`src/rtl/gpio_pkg.sv`:
```
// GPIO input conditioning: shared defaults and the
// per-bit debounce filter state.
package gpio_pkg;

  localparam int unsigned GPIO_SYNC_STAGES_DEF = 2;
  localparam int unsigned GPIO_DB_W_DEF        = 4;

  typedef struct packed {
    logic [GPIO_DB_W_DEF-1:0] cnt;
    logic                     level;
  } gpio_filt_t;

endpackage

```
`src/rtl/gpio_sync_bit.sv`:
```
// Single-bit multi-flop synchroniser for an asynchronous
// pin level, asynchronously reset to 0.
module gpio_sync_bit
  import gpio_pkg::*;
#(
  parameter int unsigned STAGES = GPIO_SYNC_STAGES_DEF
) (
  input  logic clk,
  input  logic reset_n,
  input  logic d_i,
  output logic q_o
);

  logic [STAGES-1:0] ff_q;

  always_ff @(posedge clk or negedge reset_n) begin
    if (!reset_n) begin
      ff_q <= '0;
    end else begin
      ff_q <= {ff_q[STAGES-2:0], d_i};
    end
  end

  assign q_o = ff_q[STAGES-1];

endmodule

```
`src/rtl/gpio_in_filter.sv`:
```
// GPIO input stage: synchronise, optionally debounce on a
// shared prescaled tick, and emit registered edge pulses.
module gpio_in_filter
  import gpio_pkg::*;
#(
  parameter int unsigned NUM_BITS    = 32,
  parameter int unsigned SYNC_STAGES = GPIO_SYNC_STAGES_DEF,
  parameter int unsigned PRESCALE_W  = 16,
  parameter int unsigned DB_W        = GPIO_DB_W_DEF
) (
  input  logic                  clk,
  input  logic                  reset_n,
  input  logic [NUM_BITS-1:0]   gpio_raw_i,
  input  logic [NUM_BITS-1:0]   filt_en,
  input  logic [PRESCALE_W-1:0] prescale,
  input  logic [DB_W-1:0]       debounce_len,
  output logic [NUM_BITS-1:0]   gpio_o,
  output logic [NUM_BITS-1:0]   rise_o,
  output logic [NUM_BITS-1:0]   fall_o,
  output logic                  tick_o
);

  logic [NUM_BITS-1:0] sync_s;

  for (genvar g = 0; g < NUM_BITS; g++) begin : g_sync
    gpio_sync_bit #(
      .STAGES (SYNC_STAGES)
    ) u_sync (
      .clk     (clk),
      .reset_n (reset_n),
      .d_i     (gpio_raw_i[g]),
      .q_o     (sync_s[g])
    );
  end

  logic [PRESCALE_W-1:0] pcnt_q, pcnt_d;
  logic                  tick_q, tick_d;

  // >= so a prescale lowered below pcnt still ticks promptly
  always_comb begin
    tick_d = (pcnt_q >= prescale);
    pcnt_d = tick_d ? '0 : pcnt_q + 1'b1;
  end

  gpio_filt_t [NUM_BITS-1:0] st_q, st_d;
  logic [NUM_BITS-1:0]       lvl_q, lvl_d;
  logic [NUM_BITS-1:0]       rise_q, fall_q;

  always_comb begin
    st_d  = st_q;
    lvl_q = '0;
    lvl_d = '0;
    for (int i = 0; i < NUM_BITS; i++) begin
      if (!filt_en[i]) begin
        st_d[i].level = sync_s[i];
        st_d[i].cnt   = '0;
      end else if (sync_s[i] == st_q[i].level) begin
        st_d[i].cnt = '0;
      end else if (tick_q) begin
        if (st_q[i].cnt >= debounce_len) begin
          st_d[i].level = sync_s[i];
          st_d[i].cnt   = '0;
        end else begin
          st_d[i].cnt = st_q[i].cnt + 1'b1;
        end
      end
      lvl_q[i] = st_q[i].level;
      lvl_d[i] = st_d[i].level;
    end
  end

  always_ff @(posedge clk or negedge reset_n) begin
    if (!reset_n) begin
      pcnt_q <= '0;
      tick_q <= 1'b0;
      st_q   <= '0;
      rise_q <= '0;
      fall_q <= '0;
    end else begin
      pcnt_q <= pcnt_d;
      tick_q <= tick_d;
      st_q   <= st_d;
      rise_q <= lvl_d & ~lvl_q;
      fall_q <= ~lvl_d & lvl_q;
    end
  end

  assign gpio_o = lvl_q;
  assign rise_o = rise_q;
  assign fall_o = fall_q;
  assign tick_o = tick_q;

endmodule

```
`config.mk`:
```
export PLATFORM = sky130hd
export DESIGN_NAME = gpio_in_filter
export DESIGN_NICKNAME = d
export VERILOG_FILES = /design/src/rtl/gpio_pkg.sv /design/src/rtl/gpio_sync_bit.sv /design/src/rtl/gpio_in_filter.sv
export SDC_FILE = /design/constraint.sdc
export NUM_CORES = 1
export LEC_CHECK = 0
export CORE_MARGIN = 2
export CORE_UTILIZATION = 40
export CTS_BUF_LIST = sky130_fd_sc_hd__clkbuf_8
export DETAILED_ROUTE_END_ITERATION = 8
export PLACE_DENSITY = 0.62
export SYNTH_ARGS = -nofsm -noshare
export SYNTH_HDL_FRONTEND = slang
export SYNTH_SLANG_ARGS = --single-unit
```
`constraint.sdc`:
```
create_clock -name clk -period 3.85 [get_ports clk]
set_clock_uncertainty 0.05 [all_clocks]
set_input_delay 1.155 -clock clk [delete_from_list [all_inputs] [get_ports clk]]
set_output_delay 1.155 -clock clk [all_outputs]
set_load 0.05 [all_outputs]
```
==> flow_metrics.tcl <==
set metrics [dict create \
    synth_cell_types 38 \
    clk_pin_slew_ns 0.06 \
    synth_area_leaders "dfrtp_1, ha_1, mux2_2" \
    synth_flop_cell "dfrtp_1" \
    port_buffers 182 \
    min_period_ns 3.118 \
    grt_pass1_vias 11370 \
    root_buffer "clkbuf_8" \
    setup_viol 0 \
    rsz0062_at_grt "false" \
    stdcell_count 2179 \
    avgSynthCellArea_um2 11.22 \
    clock-sinks 305 \
    slowest_stage "clkdlybuf4s50_1" \
    area_growth_pct 22.96 \
    finalCritPeriodShare 0.8099 \
    syn_area_um2 15870 \
    worst_r2r_path_depth 7 \
    hp-class "reg -> reg" \
    drt_first_pass_iters 4 \
    cp-end-kind "output port" \
    drive_above_1_share 0.1042 \
    cp_num_cells 1 \
    cts_tree "done" \
    grt_usage 0.1684 \
    ys_async_sr_fraction 1.000 \
    maxCapViolCount 0 \
    cp_data_arrival_time_ns 1.91 \
    vias 11270 \
    numCtsBuffers 52 \
    dr.first_iter.drc_count 407 \
    cp.buffers_inverters 1 \
    synth_edf_count 0 \
    max-vdd-ir-drop_mv 0.2626 \
    start_util 0.4078 \
    worstHoldPathCells 0 \
    path_class "reg -> out" \
    hold_ws_ns 0.2912 \
    synth-seq-area-share 0.4809 \
    post-cts-setup-buffer-count 0 \
    powerDensity_nw_per_um2 395.8 \
    worst_setup_path_start_kind "flop" \
    cpPeakStageDelay_ns 0.88 \
    die-width_um 203.2 \
    synthTopCellsByCount "dfrtp_1, ha_1, nand2_1, nand3_1, nor3b_1" \
    status "completed" \
    synth_most_common_cell "dfrtp_1" \
    fmax_mhz 320.7 \
    tightest_slew_ns 0.8100 \
    grt_antenna_before_repair 1 \
    fp.dieArea_um2 41290 \
    cp_max_fo 5 \
    p_leak_nw 8.734 \
    dieHeight_um 203.2 \
    fin_util 0.5014 \
    drcViolationCount 0 \
    synth_seq_cells 305 \
    slew_viol_final 0 \
    htreeDepth 2 \
    final_hold_viol_count 0 \
    insertion_delay_ns 0.61 \
    holdBufCountCts 0 \
    cts_resized 0 \
    rows 72 \
    synth_top_area_frac 0.4809 \
    grt-ovfl-total 0 \
    path_delay_family "buffers and inverters" \
    cts.path.max_buffers 3 \
    dp_hpwl_um 22870 \
    yosys_warnings 0 \
    totalWireLength_um 34180 \
    crit_chain "clkdlybuf4s50_1" \
    syn_inst 1414 \
    detail-route-antenna-nets 0 \
    grt_max_degree 72 \
    routed_via_density 5.172 \
    required_ns 2.64 \
    io_pins 183 \
    synthesis.nets 1677 \
    routedWlPerCell_um 15.69 \
    coreArea_um2 38920 \
    synth_area_leader_cell "dfrtp_1" \
    gp_congestion 0.7762 \
    max_slew_margin 0.4600 \
    grt_pass1_wl_um 57040 \
    final_nets 1880 \
    placed_cells 2081 \
    finalSetupTns_ns 0 \
]
==> metal layers <==
layer	track usage	share of wire	vias to the layer above
met5	0	0	-
met4	0.03989	0.017	0
met3	0.03995	0.047	47
met2	0.2744	0.46	186
met1	0.2273	0.48	5484
li1	-	-	5553
==> cells in the final DEF, fill, tap and decap left out, types with 3 or more instances in the layout <==
cell type and n:
dfrtp_1 304, clkdlybuf4s50_1 180, ha_1 177, nand2_1 108
nand3_1 98, clkbuf_8 69, inv_1 65, nor3b_1 62
nor2_1 55, nand3b_1 51, mux2_2 49, xor2_1 39
a22o_1 36, nand2b_1 34, a2111oi_0 33, o21a_1 32
nor3_1 30, a21oi_1 29, a31oi_1 28, xnor2_1 25
buf_4 24, o31a_1 18, and3_1 18, o2111a_1 18
or3_1 14, nand4b_1 14, buf_12 10, clkinv_2 7
and4_1 5, bufinv_16 4, inv_2 3, nand4_1 3
==> final cells by class <==
type / instances / area [um2]
Fill cell: 3472 / 19400
Clock inverter: 28 / 226.5
Timing Repair Buffer: 216 / 2202
Tap cell: 518 / 648.1
Multi-Input combinational cell: 988 / 7647
Inverter: 54 / 205.2
Sequential cell: 305 / 7634
Antenna cell: 1 / 2.502
Clock buffer: 69 / 949.7
==> sequential cells by signal (all words and copies together), names as in the netlist <==
name                cells
fall_o                 32
st_q                  128
gpio_o                 32
rise_o                 32
tick_o                  1
pcnt_q                 16
g_sync.u_sync.ff_q     64
==> per-stage QoR <==
stage	setup WS (ns)	total power [mW]	cell area, um2
4_1_cts	0.6527	7.866	19510
3_3_place_gp	0.3260	4.553	18340
5_1_grt	0.6170	8.120	19510
2_1_floorplan	0.4501	4.150	15870
3_5_place_dp	0.2166	4.570	18340
6_report	0.7319	7.725	19520
==> kinds of logic (layout without fill, tap and decap cells) <==
family | after synthesis | count (layout) | synth area share
and+or+nand+nor | 495 | 495 | 0.1716
DFF | 305 | 305 | 0.4809
buffers and inverters | 121 | 367 | 0.03729
xor gates and xnor gates | 64 | 64 | 0.03532
muxes | 50 | 50 | 0.03547
AOI/OAI and AO/OA | 202 | 202 | 0.09988
adders and majority gates | 177 | 177 | 0.1395
other | 0 | 1 | 0
==> power by group <==
part,total [mW],internal (mW),switching [mW]
combinational,1.04,0.426,0.612
clock,3.22,1.87,1.35
sequential,3.47,3.34,0.127
total,7.72,5.64,2.09
==> final timing paths <==
check,endpoint,slack [ns],from
worst min-delay path,g_sync[26].u_sync.ff_q[1],0.29,g_sync[26].u_sync.ff_q[0]
min in group asynchronous,st_q[142],0.47,reset_n
max in group asynchronous,gpio_o[12],2.42,reset_n
worst max-delay path,gpio_o[8],0.73,gpio_o[8]
worst max register to register,pcnt_q[9],1.46,pcnt_q[0]
worst min register to register,g_sync[26].u_sync.ff_q[1],0.29,g_sync[26].u_sync.ff_q[0]
Note: power is estimated with default switching activity, not from simulation.
==> patch 1 (same flow settings) <==
The package constant `GPIO_DB_W_DEF` goes from 4 to 3.
--- a/src/rtl/gpio_pkg.sv
+++ b/src/rtl/gpio_pkg.sv
@@ -4,5 +4,5 @@
 
   localparam int unsigned GPIO_SYNC_STAGES_DEF = 2;
-  localparam int unsigned GPIO_DB_W_DEF        = 4;
+  localparam int unsigned GPIO_DB_W_DEF        = 3;
 
   typedef struct packed {
Ports: changed (resized debounce_len); port bits go from 183 to 182. No check against the original RTL was run, so the function may have changed too.
==> patch 1 against the unedited design <==
- synthesized area is 15% lower
- cell area decreased by 14%
- sequential cell count decreased by 32
- wire length shrank 21%
- setup slack got worse by 0.044 ns
- total power down 10%
- first-iteration DRC count up 7.1%
- critical path type is now primary input to flop
- largest power group unchanged
==> patch 1: results (changes against the unedited design) <==
Synthesis Warnings -> 0 (unchanged)
Crit path arrival time -> 3.54 ns (+1.63 ns)
Clk Latency, worst-skew pair -> 0.56 ns (-0.05 ns)
CP peak stage delay -> 0.68 ns (-0.20 ns)
Top flop regs -> st_q x96, g_sync.u_sync.ff_q x64
Area post-placement -> 0.0158 mm2 (-14%)
Hold EP -> g_sync[7].u_sync.ff_q[1]
# Post-CTS Setup Buffers -> 0 (unchanged)
Clock Path Buffers -> 3 (unchanged)
Max Transition Viols Final -> 0 (unchanged)
1st-pass router iterations -> 5 (+1)
Total GRT Usage -> 15.7% (-1.2 points)
Max IR drop VDD -> 0.261 mV (-0.47%)
Hold Startpoint -> g_sync[7].u_sync.ff_q[0]
Worst Tran Pin Value -> 0.941 ns (+0.131 ns)
GRT met3 Usage -> 3.37% (-0.63 points)
Fill cell count -> 2958 (-15%)
Worst R2R End -> gpio_o[26]
Crit path max-delay family -> buffers and inverters
Net Count, Synth -> 1460 (-13%)
Synth unique cells -> 37 (-2.6%)
Post-Syn Area per Cell -> 11.0 um2 (-2.0%)
CTS Buf Count -> 48 (-7.7%)
Leak -> 7.61 nW (-13%)
Met1 usage -> 20.9% (-1.9 points)
Synth area leaders -> dfrtp_1, ha_1, a21oi_1
Routed WL per cell -> 14.3 um (-9.2%)
Largest net degree at the start of global routing -> 98 (+36%)
FF-to-FF setup slack -> 1.62 ns (+0.16 ns)
HPWL Detailed -> 18100 um (-21%)
Nets@finish -> 1648 (-12%)
WL met1 -> 12800 um (-22%)
Final hold slack -> 0.295 ns (+0.00412 ns)
Critical path fanouts, max -> 32 (+27)
First-pass GRT wire length -> 46000 um (-19%)
Top cells by count, synth -> dfrtp_1, ha_1, a21oi_1
Port bufs -> 181 (-0.55%)
Outcome -> completed
Met2 Wirelength -> 12500 um (-20%)
Number of global-route vias before repair -> 9528 (-16%)
Number of gates resized after CTS -> 0 (unchanged)
Fraction of layout cells with a size suffix above 1 -> 9.54% (-0.88 points)
R2R Path Start -> tick_o
1st-iter DRT viols -> 436 (+7.1%)
DR WL met3 -> 1310 um (-18%)
Routed vias/inst -> 4.98 (-3.7%)
Register area share after synthesis -> 50.5% (+2.4 points)
GR Layer Usage met2 -> 25.6% (-1.9 points)
Fin cells -> 1906 (-13%)
Worst r2r path cells -> 5 (-2)
Placed insts -> 1816 (-13%)
Crit-path slowest cell -> inv_2
GP Congestion -> 0.753 (-3.0%)
[patch 1: changes by cell type in the layout (fill, tap and decap cells not counted), sizes merged, moves of 32 or more]
cell,before,now
a21oi,29,121
nand3b,51,7
a21o,0,39
a22o,36,0
a2111oi,33,1
dfrtp,305,273
ha,177,145
[patch 1: cell type report]
class                   instances  area (um2)  area share (%)
multi-input cells             848        6150            36.6
inverters                      52         198            1.17
clock inverters                25         179            1.06
clock buffers                  64         881            5.24
well taps                     448         561            3.33
diodes                          1        2.50          0.0149
repair buffers                195        2020            12.0
flip-flops and latches        273        6840            40.6
[patch 1: worst max-delay path by stage]
stage,from,to,slack [ns],cells past startpoint
floorplan,debounce_len[1],gpio_o[4],0.62,6
global placement,debounce_len[2],gpio_o[7],0.13,6
detailed placement,debounce_len[2],gpio_o[9],0.09,6
CTS,debounce_len[2],gpio_o[9],0.69,6
global route,debounce_len[2],gpio_o[6],0.55,6
finish,debounce_len[2],gpio_o[7],0.69,6
[patch 1: cells by family (layout without fill, tap and decap cells)]
kind of cell / Yosys count / after routing / share of synthesized area (%)
and+or+nand+nor: 371 / 371 / 15.0
DFF: 273 / 273 / 50.5
AOI/OAI and AO/OA: 261 / 261 / 11.9
adders and majority gates: 145 / 145 / 13.4
buffers and inverters: 109 / 336 / 4.07
xor gates and xnor gates: 39 / 39 / 2.52
muxes: 32 / 32 / 2.66
other: 0 / 1 / 0
[patch 1: power by group]
part | total [mW] | internal, mW | switching, mW
Sequential | 3.13 | 3.00 | 0.123
Clock | 2.83 | 1.63 | 1.20
Combinational | 0.981 | 0.410 | 0.571
[patch 1: through the flow]
stage               setup WS, ns  util [%]
floorplan                  0.617         -
global placement           0.129      47.1
detailed placement        0.0914      47.1
CTS                        0.685      50.3
global route               0.552      50.3
finish                     0.688      50.3
==> patch 2 (config.mk and constraints unchanged) <==
Without the edit above. Register the inputs `gpio_raw_i`, `filt_en`, `prescale` and `debounce_len` before use, without a reset. The logic sees them one clock later.
--- a/src/rtl/gpio_in_filter.sv
+++ b/src/rtl/gpio_in_filter.sv
@@ -21,4 +21,16 @@
 );
 
+  logic [NUM_BITS-1:0] gpio_raw_q;
+  logic [NUM_BITS-1:0] filt_en_q;
+  logic [PRESCALE_W-1:0] prescale_q;
+  logic [DB_W-1:0] debounce_len_q;
+
+  always_ff @(posedge clk) begin
+    gpio_raw_q     <= gpio_raw_i;
+    filt_en_q      <= filt_en;
+    prescale_q     <= prescale;
+    debounce_len_q <= debounce_len;
+  end
+
   logic [NUM_BITS-1:0] sync_s;
 
@@ -29,5 +41,5 @@
       .clk     (clk),
       .reset_n (reset_n),
-      .d_i     (gpio_raw_i[g]),
+      .d_i     (gpio_raw_q[g]),
       .q_o     (sync_s[g])
     );
@@ -39,5 +51,5 @@
   // >= so a prescale lowered below pcnt still ticks promptly
   always_comb begin
-    tick_d = (pcnt_q >= prescale);
+    tick_d = (pcnt_q >= prescale_q);
     pcnt_d = tick_d ? '0 : pcnt_q + 1'b1;
   end
@@ -52,5 +64,5 @@
     lvl_d = '0;
     for (int i = 0; i < NUM_BITS; i++) begin
-      if (!filt_en[i]) begin
+      if (!filt_en_q[i]) begin
         st_d[i].level = sync_s[i];
         st_d[i].cnt   = '0;
@@ -58,5 +70,5 @@
         st_d[i].cnt = '0;
       end else if (tick_q) begin
-        if (st_q[i].cnt >= debounce_len) begin
+        if (st_q[i].cnt >= debounce_len_q) begin
           st_d[i].level = sync_s[i];
           st_d[i].cnt   = '0;
Formal check against the unedited RTL: not equivalent (a bounded check fails within 4 cycles, from zero or initial values and one cycle with reset_n low).
==> patch 2 against the unedited design <==
- count of clock-buffer cells in the layout increased by 23
- total power is 23% higher
- cell count is 7.3% higher
- die area up 10%
- hold slack worse by 0.016 ns
- synthesized area is 11% higher
- cell area up 9.7%
- wire length rose by 4.1%
- sequential cell count increased by 84
- setup slack better by 0.0021 ns
- largest cell class is now flip-flops and latches
- highest routed layer unchanged
==> patch 2: results (changes against the unedited design) <==
Cells after Synth -> 1497 (+5.9%)
Nonclk buf count -> 198 (-8.3%)
Adder-cell share of the synthesized area -> 12.6% (-1.3 points)
Final hold slack -> 0.275 ns (-0.0161 ns)
HPWL Detailed -> 23500 um (+2.6%)
Worst Tran Pin Value -> 0.846 ns (+0.0356 ns)
Hold Startpoint -> gpio_raw_q[3]
XOR/XNOR share of the synthesized area -> 3.20% (-0.34 points)
Net Count, Synth -> 1760 (+4.9%)
Max IR drop VDD -> 0.280 mV (+6.6%)
Clock-cell share -> 7.01% (+0.98 points)
Synth area leaders -> dfrtp_1, ha_1, dfxtp_1
Synth unique cells -> 40 (+5.3%)
Top cells by count, synth -> dfrtp_1, ha_1, nand2_1
Clock buf count -> 92 (+33%)
NonClk Buf Share -> 9.44% (-1.8 points)
Mux contribution to synthesized area -> 3.21% (-0.34 points)
Detailed Route WL -> 35600 um (+4.1%)
Non-CTS inverters -> 53 (-1.9%)
CTS Buf Count -> 71 (+37%)
Routed vias/inst -> 5.08 (-1.7%)
Post-synth top flop -> dfrtp_1
Fraction of area in multi-input gates -> 35.7% (-3.5 points)
Total GRT Usage -> 16.2% (-0.66 points)
First-pass GRT wire length -> 59200 um (+3.8%)
Seq. cell area -> 0.00932 mm2 (+22%)
Hold EP -> g_sync[3].u_sync.ff_q[0]
Largest net degree at the start of global routing -> 74 (+2.8%)
Nets@finish -> 1964 (+4.5%)
Seq_cells -> 389 (+28%)
Worst r2r path cells -> 6 (-1)
CP startpoint -> gpio_o[7]
Fill cell count -> 3907 (+13%)
Diode count -> 0 (-1)
Final core utilization -> 49.6% (-0.55 points)
CP peak stage delay -> 0.89 ns
Ys async rst share -> 78.4% (-22 points)
Placed insts -> 2213 (+6.3%)
Area post-placement -> 0.0199 mm2 (+8.6%)
Synthesis Warnings -> 0 (unchanged)
# hold bufs at CTS -> 0 (unchanged)
R2R Path Start -> debounce_len_q[0]
Final worst setup slack -> 0.734 ns (+0.00207 ns)
Multi-input combinational gate total -> 988 (unchanged)
Outcome -> completed
1st-iter DRT viols -> 543 (+33%)
FF-to-FF setup slack -> 1.05 ns (-0.41 ns)
Antenna violations before repair -> 0 (-1)
Number of gates resized after CTS -> 0 (unchanged)
Compound-Gate Fraction of Synth Area -> 9.07% (-0.92 points)
Crit-path slowest cell -> clkdlybuf4s50_1
Place WS -> 1.01 ns (+0.795 ns)
Leak -> 9.58 nW (+9.7%)
GP Congestion -> 0.767 (-1.2%)
Register area share after synthesis -> 53.1% (+5.0 points)
Fraction of layout cells with a size suffix above 1 -> 10.0% (-0.38 points)
Worst R2R End -> gpio_o[27]
Number of global-route vias before repair -> 12200 (+7.3%)
# H-tree levels -> 3 (+1)
Fin cells -> 2337 (+7.3%)
-- patch 2: cell count changes in the layout (fill, tap and decap cells not counted), sizes merged, moves of 3 or more --
cell    before  now
nor2        55   52
buf         36   17
inv         69   74
clkbuf      69   92
nand3b      51   48
nand2      108  111
dfxtp        0   84
and3        18   21
-- patch 2: worst max path at each step --
stage,to,cells after the start
floorplan,gpio_o[0],7
global route,gpio_o[7],1
global placement,gpio_o[19],7
CTS,gpio_o[7],1
detailed placement,gpio_o[27],6
finish,gpio_o[7],1
-- patch 2: where the power goes --
group	internal, mW	switching (mW)
clock network	2.40	1.66
logic	0.417	0.603
registers	4.26	0.145
total	7.07	2.41
-- patch 2: metal layers --
layer  GRT usage (%)  vias up  part of all wire, %
met5               0        -                    0
met4            6.08        0                  2.7
met3            4.44       70                  4.8
met2            25.8      218                   45
met1            21.0     5769                   47
li1                -     5822                    -
